$ cat src/rtl/mode_pkg.sv
// Shared definitions for the mode sequencer.
// Mode values, error codes and FSM state encoding.
package mode_pkg;

    localparam logic [1:0] MODE_IDLE    = 2'b00;
    localparam logic [1:0] MODE_A       = 2'b01;
    localparam logic [1:0] MODE_B       = 2'b10;
    localparam logic [1:0] MODE_ILLEGAL = 2'b11;

    localparam logic [1:0] ERR_NONE    = 2'b00;
    localparam logic [1:0] ERR_ILLEGAL = 2'b01;
    localparam logic [1:0] ERR_TIMEOUT = 2'b10;
    localparam logic [1:0] ERR_ABORT   = 2'b11;

    typedef enum logic {
        ST_IDLE = 1'b0,
        ST_WAIT = 1'b1
    } state_e;

endpackage

$ cat src/rtl/mode_sequencer_settle_timer.sv
// Match counter and timeout counter for the WAIT state.
// settled/timed_out look one edge ahead so the FSM acts on that edge.
module settle_timer #(
    parameter int CNT_W          = 4,
    parameter int SETTLE_CYCLES  = 2,
    parameter int TIMEOUT_CYCLES = 8
) (
    input  logic clk,
    input  logic rst,
    input  logic clear,
    input  logic enable,
    input  logic match,
    output logic settled,
    output logic timed_out
);

    localparam logic [CNT_W-1:0] SETTLE_C = CNT_W'(SETTLE_CYCLES);
    localparam logic [CNT_W-1:0] TMO_C    = CNT_W'(TIMEOUT_CYCLES);
    localparam logic [CNT_W-1:0] ONE      = CNT_W'(1);

    logic [CNT_W-1:0] match_q, match_d;
    logic [CNT_W-1:0] timer_q, timer_d;
    logic [CNT_W-1:0] match_inc, timer_inc;

    // Saturating increments and the next-edge settle/timeout decisions
    always_comb begin
        match_inc = (&match_q) ? match_q : match_q + ONE;
        timer_inc = (&timer_q) ? timer_q : timer_q + ONE;
        settled   = enable && match && (match_inc >= SETTLE_C);
        timed_out = enable && (timer_inc >= TMO_C);
        match_d   = match_q;
        timer_d   = timer_q;
        if (clear) begin
            match_d = '0;
            timer_d = '0;
        end else if (enable) begin
            match_d = match ? match_inc : '0;
            timer_d = timer_inc;
        end
    end

    // Counter registers with synchronous active-low reset
    always_ff @(posedge clk) begin
        if (!rst) begin
            match_q <= '0;
            timer_q <= '0;
        end else begin
            match_q <= match_d;
            timer_q <= timer_d;
        end
    end

endmodule

$ cat src/rtl/mode_sequencer.sv
// Initiator of the mode/status interface: drives a mode,
// waits for matching status, reports done or err.
module mode_sequencer
    import mode_pkg::*;
#(
    parameter int SETTLE_CYCLES  = 2,
    parameter int TIMEOUT_CYCLES = 8,
    parameter int CNT_W          = 4
) (
    input  logic       clk,
    input  logic       rst,
    input  logic       req_valid,
    input  logic [1:0] req_mode,
    output logic       req_ready,
    input  logic       abort,
    output logic [1:0] mode_out,
    input  logic [1:0] status_in,
    output logic       busy,
    output logic       done,
    output logic       err,
    output logic [1:0] err_code,
    output logic [1:0] cur_mode
);

    state_e     state_q, state_d;
    logic [1:0] mode_q, mode_d;
    logic [1:0] cur_q, cur_d;
    logic [1:0] code_q, code_d;
    logic       done_q, done_d;
    logic       err_q, err_d;

    logic clear_cnt;
    logic in_wait;
    logic settled;
    logic timed_out;

    assign in_wait   = (state_q == ST_WAIT);
    assign clear_cnt = !in_wait && req_valid && (req_mode != MODE_ILLEGAL);

    settle_timer #(
        .CNT_W         (CNT_W),
        .SETTLE_CYCLES (SETTLE_CYCLES),
        .TIMEOUT_CYCLES(TIMEOUT_CYCLES)
    ) u_timer (
        .clk      (clk),
        .rst      (rst),
        .clear    (clear_cnt),
        .enable   (in_wait),
        .match    (status_in == mode_q),
        .settled  (settled),
        .timed_out(timed_out)
    );

    // Next state and outputs; settle beats abort beats timeout
    always_comb begin
        state_d = state_q;
        mode_d  = mode_q;
        cur_d   = cur_q;
        code_d  = code_q;
        done_d  = 1'b0;
        err_d   = 1'b0;
        unique case (state_q)
            ST_IDLE: begin
                if (req_valid) begin
                    if (req_mode == MODE_ILLEGAL) begin
                        err_d  = 1'b1;
                        code_d = ERR_ILLEGAL;
                    end else begin
                        mode_d  = req_mode;
                        state_d = ST_WAIT;
                    end
                end
            end
            ST_WAIT: begin
                if (settled) begin
                    done_d  = 1'b1;
                    cur_d   = mode_q;
                    state_d = ST_IDLE;
                end else if (abort) begin
                    err_d   = 1'b1;
                    code_d  = ERR_ABORT;
                    mode_d  = MODE_IDLE;
                    cur_d   = MODE_IDLE;
                    state_d = ST_IDLE;
                end else if (timed_out) begin
                    err_d   = 1'b1;
                    code_d  = ERR_TIMEOUT;
                    mode_d  = MODE_IDLE;
                    cur_d   = MODE_IDLE;
                    state_d = ST_IDLE;
                end
            end
        endcase
    end

    // State register; reset also cancels any in-flight request silently
    always_ff @(posedge clk) begin
        if (!rst) begin
            state_q <= ST_IDLE;
            mode_q  <= MODE_IDLE;
            cur_q   <= MODE_IDLE;
            code_q  <= ERR_NONE;
            done_q  <= 1'b0;
            err_q   <= 1'b0;
        end else begin
            state_q <= state_d;
            mode_q  <= mode_d;
            cur_q   <= cur_d;
            code_q  <= code_d;
            done_q  <= done_d;
            err_q   <= err_d;
        end
    end

    assign req_ready = rst && !in_wait;
    assign busy      = in_wait;
    assign mode_out  = mode_q;
    assign cur_mode  = cur_q;
    assign err_code  = code_q;
    assign done      = done_q;
    assign err       = err_q;

endmodule

$ cat config.mk
export PLATFORM = sky130hd
export DESIGN_NAME = mode_sequencer
export DESIGN_NICKNAME = d
export VERILOG_FILES = /design/src/rtl/mode_pkg.sv /design/src/rtl/mode_sequencer_settle_timer.sv /design/src/rtl/mode_sequencer.sv
export SDC_FILE = /design/constraint.sdc
export NUM_CORES = 1
export LEC_CHECK = 0
export ABC_AREA = 1
export CORE_MARGIN = 4
export CORE_UTILIZATION = 50
export DETAILED_ROUTE_END_ITERATION = 10
export PLACE_DENSITY = 0.77
export SLEW_MARGIN = 30
export SYNTH_ARGS = -nofsm -noshare
export SYNTH_HDL_FRONTEND = slang
export SYNTH_SLANG_ARGS = --single-unit
$ cat constraint.sdc
create_clock -name clk -period 1.65 [get_ports clk]
set_input_delay 0.33 -clock clk [delete_from_list [all_inputs] [get_ports clk]]
set_output_delay 0.33 -clock clk [all_outputs]
set_load 0.05 [all_outputs]
-- Yosys cells after proc, flatten, opt, wreduce, memory -nomap -nowiden
Index checks and enable logic that the tools add are counted.
- magnitude comparators: 2
- bitwise gates (word level): 2
- muxes and demuxes: 29
- add/sub/neg operators: 2
- equality and inequality tests: 8
- reduce and logical (&&, ||, !) cells: 15
- operator list (cell ; number):
    $mux 2 ; 11
    $reduce_and 4->1 ; 4
    $mux 4 ; 3
    $mux 1 ; 11
    $ne 2x2->1 const B ; 5
    $add 4x1->4 const B ; 2
    $pmux 2 s2 ; 2
    $logic_and 1x1->1 ; 6
    $ge 4x2->1 const B ; 1
    $ge 4x4->1 const B ; 1
    $pmux 1 s2 ; 2
    $reduce_and 2->1 ; 2
    $ne 3x2->1 const B ; 1
    $reduce_bool 3->1 ; 1
    $eq 2x2->1 ; 1
    $eq 2x2->1 const B ; 1
    $not 1->1 ; 2
    $reduce_or 2->1 ; 1
    $logic_not 1->1 ; 1
- output and inout bits: 10
- input port bits: 8
- flip-flop bits (word level): 17
- word-level logic and storage cells: 66

-- Longest topological paths before layout
Gate-level depths: netlist of the first run.
- depth in word-level cells: 8
- gate-level depth with buffers: 11
- mapped depth without buffers: 11

-- Hierarchy
A second synthesis of the first run with hierarchy kept.
- cell total of the unflattened synthesis: 142
- area, all modules: 910.9 um2
- by module, submodules not included (module ; area each (um2) ; cells each ; seq. area each (um2) ; times used):
    settle_timer ; 498.0 ; 81 ; 160.2 ; 1
    mode_sequencer ; 412.9 ; 61 ; 180.2 ; 1

-- Worst setup path after synthesis of the first run
No wires, ideal clock.
- path kind: register -> output
- start: register state_q (netlist: busy)
- end: output port req_ready
- path slack: -70 ps
- arrival: 1390 ps
- stages on the path, launching flop included: 3
- required time: 1320 ps
- buffers on the path: 1
- cell sequence: dfxtp_1 > buf_4 > nor2_1
- cells in the longest elaborated chain, start to end: 2
- RTL lines (item ; RTL line ; source):
    start, declared ; mode_sequencer.sv:25 ; state_e state_q, state_d;
    start signal, assigned ; mode_sequencer.sv:106 ; state_q <= state_d;
    $logic_not 1->1 ; mode_sequencer.sv:115 ; assign req_ready = rst && !in_wait;
    $logic_and 1x1->1 ; mode_sequencer.sv:115 ;
    end, declared ; mode_sequencer.sv:14 ; output logic req_ready,
No other way between the ends.

-- Worst setup path in the final report of the first run
Same ends and word-level chain as after synthesis.

==> results.json, run 1 <==
{
  "worstMarginPinSlew_ns": 0.359,
  "drtIter0Drc": 14,
  "place_ws_ns": -0.0371,
  "cp_cell_sequence": "buf_4 -> nor2_2 -> buf_12",
  "syn_to_final_growth_pct": 27.2,
  "antenna_found_initial": 0,
  "cts_buffer_depth": 2,
  "die_y_um": 52.7,
  "grt_max_degree": 11,
  "start_kind": "flip-flop",
  "synth_seq_cells": 17,
  "status": "finished clean",
  "ios": 18,
  "ys_warn_count": 0,
  "drc_errors": 0,
  "holdBufCountCts": 0,
  "rsz0062_at_grt": "no",
  "final.setup.worst_slack_ns": 0.0811,
  "layout-drive-gt1-share_pct": 26.7,
  "power_frac_seq_pct": 50.4,
  "die_width_um": 52.7,
  "swShare_pct": 31.4,
  "grt_use_total_pct": 17.9,
  "crit_slowest_cell": "dfxtp_1",
  "totalWireLength_mm": 2.22,
  "critPathCaptureType": "output port",
  "cts-buffers-inserted": 3,
  "p_total_mw": 0.878,
  "fmax_mhz": 637,
  "rows": 15,
  "fin_crit_sh_pct": 95.1,
  "critPathRequiredTime_ns": 1.32,
  "ir_drop_uv": 563,
  "synthCells": 146,
  "drv_slew": 0,
  "final.fill_count": 154,
  "gp_congestion": 0.798,
  "fin_area_um2": 1270,
  "power_frac_clock_pct": 25.6,
  "antenna_left": 0,
  "maxCapViolations": 0,
  "place_area_um2": 1240,
  "cts-htree-levels": 1,
  "fin_worst_skew_ns": 0.00476,
  "netlist_area_um2": 1000,
  "first_global_vias": 895,
  "viasPerCell": 4.96,
  "crit_arrival_ns": 1.24,
  "clk_pin_slew_worst_paths_ns": 0.09,
  "synth_nets": 157,
  "core_area_um2": 1800,
  "start_util_pct": 55.5,
  "yosysUniqueCellTypes": 23,
  "cp_num_buf_inv": 2,
  "die-area_um2": 2780,
  "hold_viol": 0,
  "p_int_mw": 0.602,
  "portBuffers": 17,
  "cts_sinks": 17,
  "nets": 184,
  "vias": 978,
  "final_cell_count_no_fill": 197,
  "syn_avg_cell_area_um2": 6.85,
  "grt_overflow_total": 0,
  "diodes": 0,
  "cpPeakStageDelay_ns": 0.55,
  "place_inst": 193,
  "hp-class": "flip-flop to flip-flop",
  "leakagePower_nw": 0.647,
  "grt_pass1_wl_mm": 3.71,
  "p_comb_share_pct": 24.0,
  "p_switching_mw": 0.275,
  "root_buffer": "clkbuf_4",
  "power_density_nw_per_um2": 690,
  "yosysSeqAreaShare_pct": 34.0,
  "post-route-min-period_ns": 1.57,
  "cp_max_fo": 7,
  "wl_per_cell_um": 11.3,
  "path_class": "flip-flop to output port",
  "relSlewSlack_pct": 76.0,
  "finalSetupViolations": 0,
  "drt_first_pass_iters": 5,
  "dp_hpwl_mm": 1.85,
  "cts_tree": "done",
  "critical_path.top_delay_family": "flip-flops",
  "clkLatencyLatePin_ns": 0.30
}
[through the flow]
stage	hold slack (ns)	TNS [ns]	util (%)
finish	0.453	0	70.6
global route	0.474	0	70.6
CTS	0.500	0	70.3
floorplan	0.450	0	-
detailed placement	0.482	-0.0938	68.8
global placement	0.462	-0.00741	68.8
[worst paths after layout]
path | startpoint | endpoint | slack, ns | cells past startpoint
setup / recovery | busy | req_ready | 0.08 | 3
hold / removal | u_timer.timer_q[0] | u_timer.timer_q[0] | 0.45 | 1
setup reg to reg | u_timer.timer_q[0] | err_code[0] | 0.13 | 11
hold reg to reg | u_timer.timer_q[0] | u_timer.timer_q[0] | 0.45 | 1
[repair_timing]
item,4_1_cts,5_1_grt
setup buffers,0,0
setup endpoints to repair,0,5
gates resized for setup,0,3
[synth_stat cells]
master    count  area (µm²)
buf_2         1        5.00
buf_4         1        7.51
inv_1        21        78.8
dfxtp_1      17         340
nand2_4       2        22.5
a311oi_1      1        8.76
nor2_1       15        56.3
clkbuf_8      1        13.8
nand4_2       1        12.5
xor2_1        2        17.5
nand4_1       1        6.26
nand2_1      43         161
nor2_4        1        11.3
nand3_2       1        10.0
nand2_2       4        25.0
nor3_1        1        5.00
a21oi_1       9        45.0
o21ai_2       2        17.5
o21bai_1      1        7.51
nor2_2        7        43.8
nand3_1      10        50.1
ha_1          3        37.5
nor3_4        1        16.3
[area by class of cell]
class                   instances  area, µm²  area share [%]
repair buffers                 25        230            18.1
multi-input cells             105        559            44.0
clock inverters                 1       5.00           0.394
inverters                      21       78.8            6.20
flip-flops and latches         17        344            27.1
well taps                      25       31.3            2.46
clock buffers                   3       22.5            1.77
[state kept, by name (all words and copies together), names as in the netlist]
| signal | flops |
|---|---|
| u_timer.timer_q | 4 |
| err | 1 |
| cur_mode | 2 |
| u_timer.match_q | 4 |
| done | 1 |
| err_code | 2 |
| busy | 1 |
| mode_out | 2 |
[placed cells by master (no fill, tap or decap), drive strengths merged]
| cell | count |
|---|---|
| a21oi | 9 |
| nor3 | 2 |
| buf | 18 |
| clkinv | 1 |
| nand4 | 2 |
| nand2 | 49 |
| clkbuf | 3 |
| nor2 | 23 |
| ha | 3 |
| clkdlybuf4s50 | 7 |
| dfxtp | 17 |
| xor2 | 2 |
| o21bai | 1 |
| a311oi | 1 |
| nand3 | 11 |
| o21ai | 2 |
| inv | 21 |
[kinds of logic (layout without fill, tap and decap cells)]
logic type | after synthesis | after routing | share of synthesized area [%]
fa+ha+maj | 3 | 3 | 3.76
simple gates | 87 | 87 | 42.1
flops | 17 | 17 | 34.0
compound gates | 13 | 13 | 7.89
buf+inv | 24 | 50 | 10.5
xor+xnor | 2 | 2 | 1.75
[metal layers]
layer  share of wire (%)  vias to the layer above  track usage, %
met5                   0                        -               0
met4                 1.6                        0            7.66
met3                 4.1                        5            3.42
met2                  50                       24            31.0
met1                  44                      444            21.3
li1                    -                      505               -
[power by group through the flow]
stage               Sequential, mW  Clock, mW  Combinational (mW)
finish                       0.442      0.225               0.211
global route                 0.444      0.244               0.229
CTS                          0.442      0.229               0.212
detailed placement           0.451          0               0.211
global placement             0.450          0               0.207
floorplan                    0.485          0               0.100
Power figures use the tool's default switching activity.
==> inputs of run 2 (changes only) <==
- CORE_MARGIN: 4 -> 2
- RECOVER_POWER: not set -> 25
==> run 2 against run 1 <==
Sequential share of layout area increased by 0.32 points. First-iteration DRC count decreased by 14%. Register-to-register slack got worse by 0.03 ns. Clock power about the same. Non-clock buffer count decreased by 1. Die area decreased by 15%. Critical endpoint is now err_code[0]. Largest power group unchanged. Core utilization decreased by 5.2 points.
==> results.json, run 2 (synthesized netlist as in run 1, its figures left out) <==
{
  "status": "finished clean",
  "holdBufCountCts": 0,
  "totalWireLength_mm": 2.13,
  "r2r_slack_ns": 0.1,
  "cts_tree": "done",
  "die-area_um2": 2370,
  "antenna_left": 0,
  "min-delay-start": "rst",
  "postCtsResizedCells": 0,
  "drtIter0Drc": 12,
  "cts-buffers-inserted": 3,
  "relSlewSlack_pct": 58.9,
  "grt_max_degree": 11,
  "maxCapViolations": 0,
  "start_util_pct": 52.0,
  "drv_slew": 0,
  "drt_first_pass_iters": 4,
  "ios": 18,
  "dp_hpwl_mm": 1.74,
  "critPathCaptureType": "flip-flop",
  "cts_sinks": 17,
  "syn_to_final_growth_pct": 25.7,
  "layout_commonest_cell": "nand2_1",
  "core_area_um2": 1920,
  "die_width_um": 48.7,
  "clk_pin_slew_worst_paths_ns": 0.11,
  "layout-drive-gt1-share_pct": 23.4,
  "rsz0062_at_grt": "no",
  "path_class": "flip-flop to flip-flop",
  "wl_per_cell_um": 10.8,
  "die_y_um": 48.7,
  "fmax_mhz": 645,
  "post-route-min-period_ns": 1.55,
  "reg.largest.list": "u_timer.match_q: 4 flops, u_timer.timer_q: 4 flops",
  "hp-class": "input port to flip-flop",
  "viasPerCell": 4.87,
  "hold_viol": 0,
  "portBuffers": 17,
  "grt_use_total_pct": 18.7,
  "clkLatencyLatePin_ns": 0.30,
  "leakagePower_nw": 0.625,
  "cts-htree-levels": 1,
  "final.fill_count": 173,
  "hold_path_end": "busy",
  "timing.rr.start": "u_timer.timer_q[0]",
  "worstMarginPinSlew_ns": 0.619,
  "whs_path_depth": 3,
  "fin_worst_skew_ns": 0.0136,
  "critPathRequiredTime_ns": 1.84,
  "ir_drop_uv": 399,
  "crit_arrival_ns": 1.74,
  "grt_pass1_wl_mm": 3.48,
  "reg2regPathDepth": 11,
  "cts_buffer_depth": 2,
  "power_density_nw_per_um2": 692,
  "first_global_vias": 886,
  "gp_congestion": 0.895,
  "grt_overflow_total": 0,
  "finalCoreUtilization_pct": 65.4,
  "antenna_found_initial": 0,
  "diodes": 0,
  "nets": 183,
  "finalSetupViolations": 0,
  "vias": 965,
  "p_total_mw": 0.869,
  "rows": 16,
  "final_cell_mix": "43 x nand2_1, 20 x inv_1, 14 x nor2_1, 14 x dfxtp_1, 10 x nand3_1",
  "cp_max_fo": 4,
  "root_buffer": "clkbuf_4",
  "drc_errors": 0,
  "start_kind": "flip-flop",
  "reg2reg_to": "err_code[0]",
  "fin_crit_sh_pct": 94.0,
  "postCtsSetupRepairBufs": 0
}
## run 2: changes by cell type in the layout (fill, tap and decap cells not counted)
cell / previous run / this run
buf_4: 16 / 9
clkbuf_1: 0 / 6
clkdlybuf4s50_1: 7 / 6
dlymetal6s2s_1: 0 / 1
ha_2: 1 / 0
ha_4: 0 / 1
inv_1: 21 / 20
inv_2: 0 / 1
## run 2: how the worst max path moves through the flow
stage | from | end | slack (ns) | cells after the start
finish | u_timer.timer_q[0] | err_code[0] | 0.1 | 11
global route | u_timer.timer_q[0] | err_code[0] | 0.007 | 11
CTS | rst | req_ready | 0.03 | 4
detailed placement | status_in[1] | mode_out[0] | -0.06 | 9
global placement | status_in[1] | mode_out[1] | -0.009 | 9
floorplan | busy | mode_out[0] | 0.04 | 9
## run 2: area by class of cell
type,count,area [µm²],area share (%)
clock buffers,3,22.5,1.79
clock inverters,1,5.00,0.398
inverters,21,78.8,6.27
multi-input cells,105,569,45.3
flip-flops and latches,17,344,27.4
well taps,27,33.8,2.69
repair buffers,24,203,16.1
## run 2: per-layer routing
layer  GRT usage (%)  up-vias  wire, µm
li1                -      501         -
met1            21.8      444       933
met2            34.9       18      1100
met3            3.40        2        86
met4            4.29        0         8
met5               0        -         0
## run 2: where the power goes
| part | switching, mW | total, mW | internal [mW] |
|---|---|---|---|
| Sequential | 0.0163 | 0.443 | 0.426 |
| Clock | 0.133 | 0.224 | 0.0902 |
| Combinational | 0.124 | 0.203 | 0.0790 |
## run 2: stage by stage
stage	setup slack (ns)	setup TNS [ns]	instances	hold slack, ns	instance area [µm²]
after detailed placement	-0.0602	-0.270	194	0.480	1230
after global placement	-0.00924	-0.0160	194	0.464	1230
after floorplan	0.0400	0	146	0.450	1000
after CTS	0.0333	0	198	0.501	1260
after global routing	0.00679	0	198	0.405	1260
final	0.0988	0	198	0.396	1260
## run 2: worst max-delay path, stage by stage, from the launching register on
cell     delay, ns
dfxtp_2       0.35
ha_1          0.21
nand2_1       0.09
nand2_1       0.05
nor2_1        0.11
nor2_2        0.08
nor2_2        0.23
nor2_4        0.07
nand2_4       0.08
nand2_2       0.05
nor2_2        0.09
nor2_2        0.04
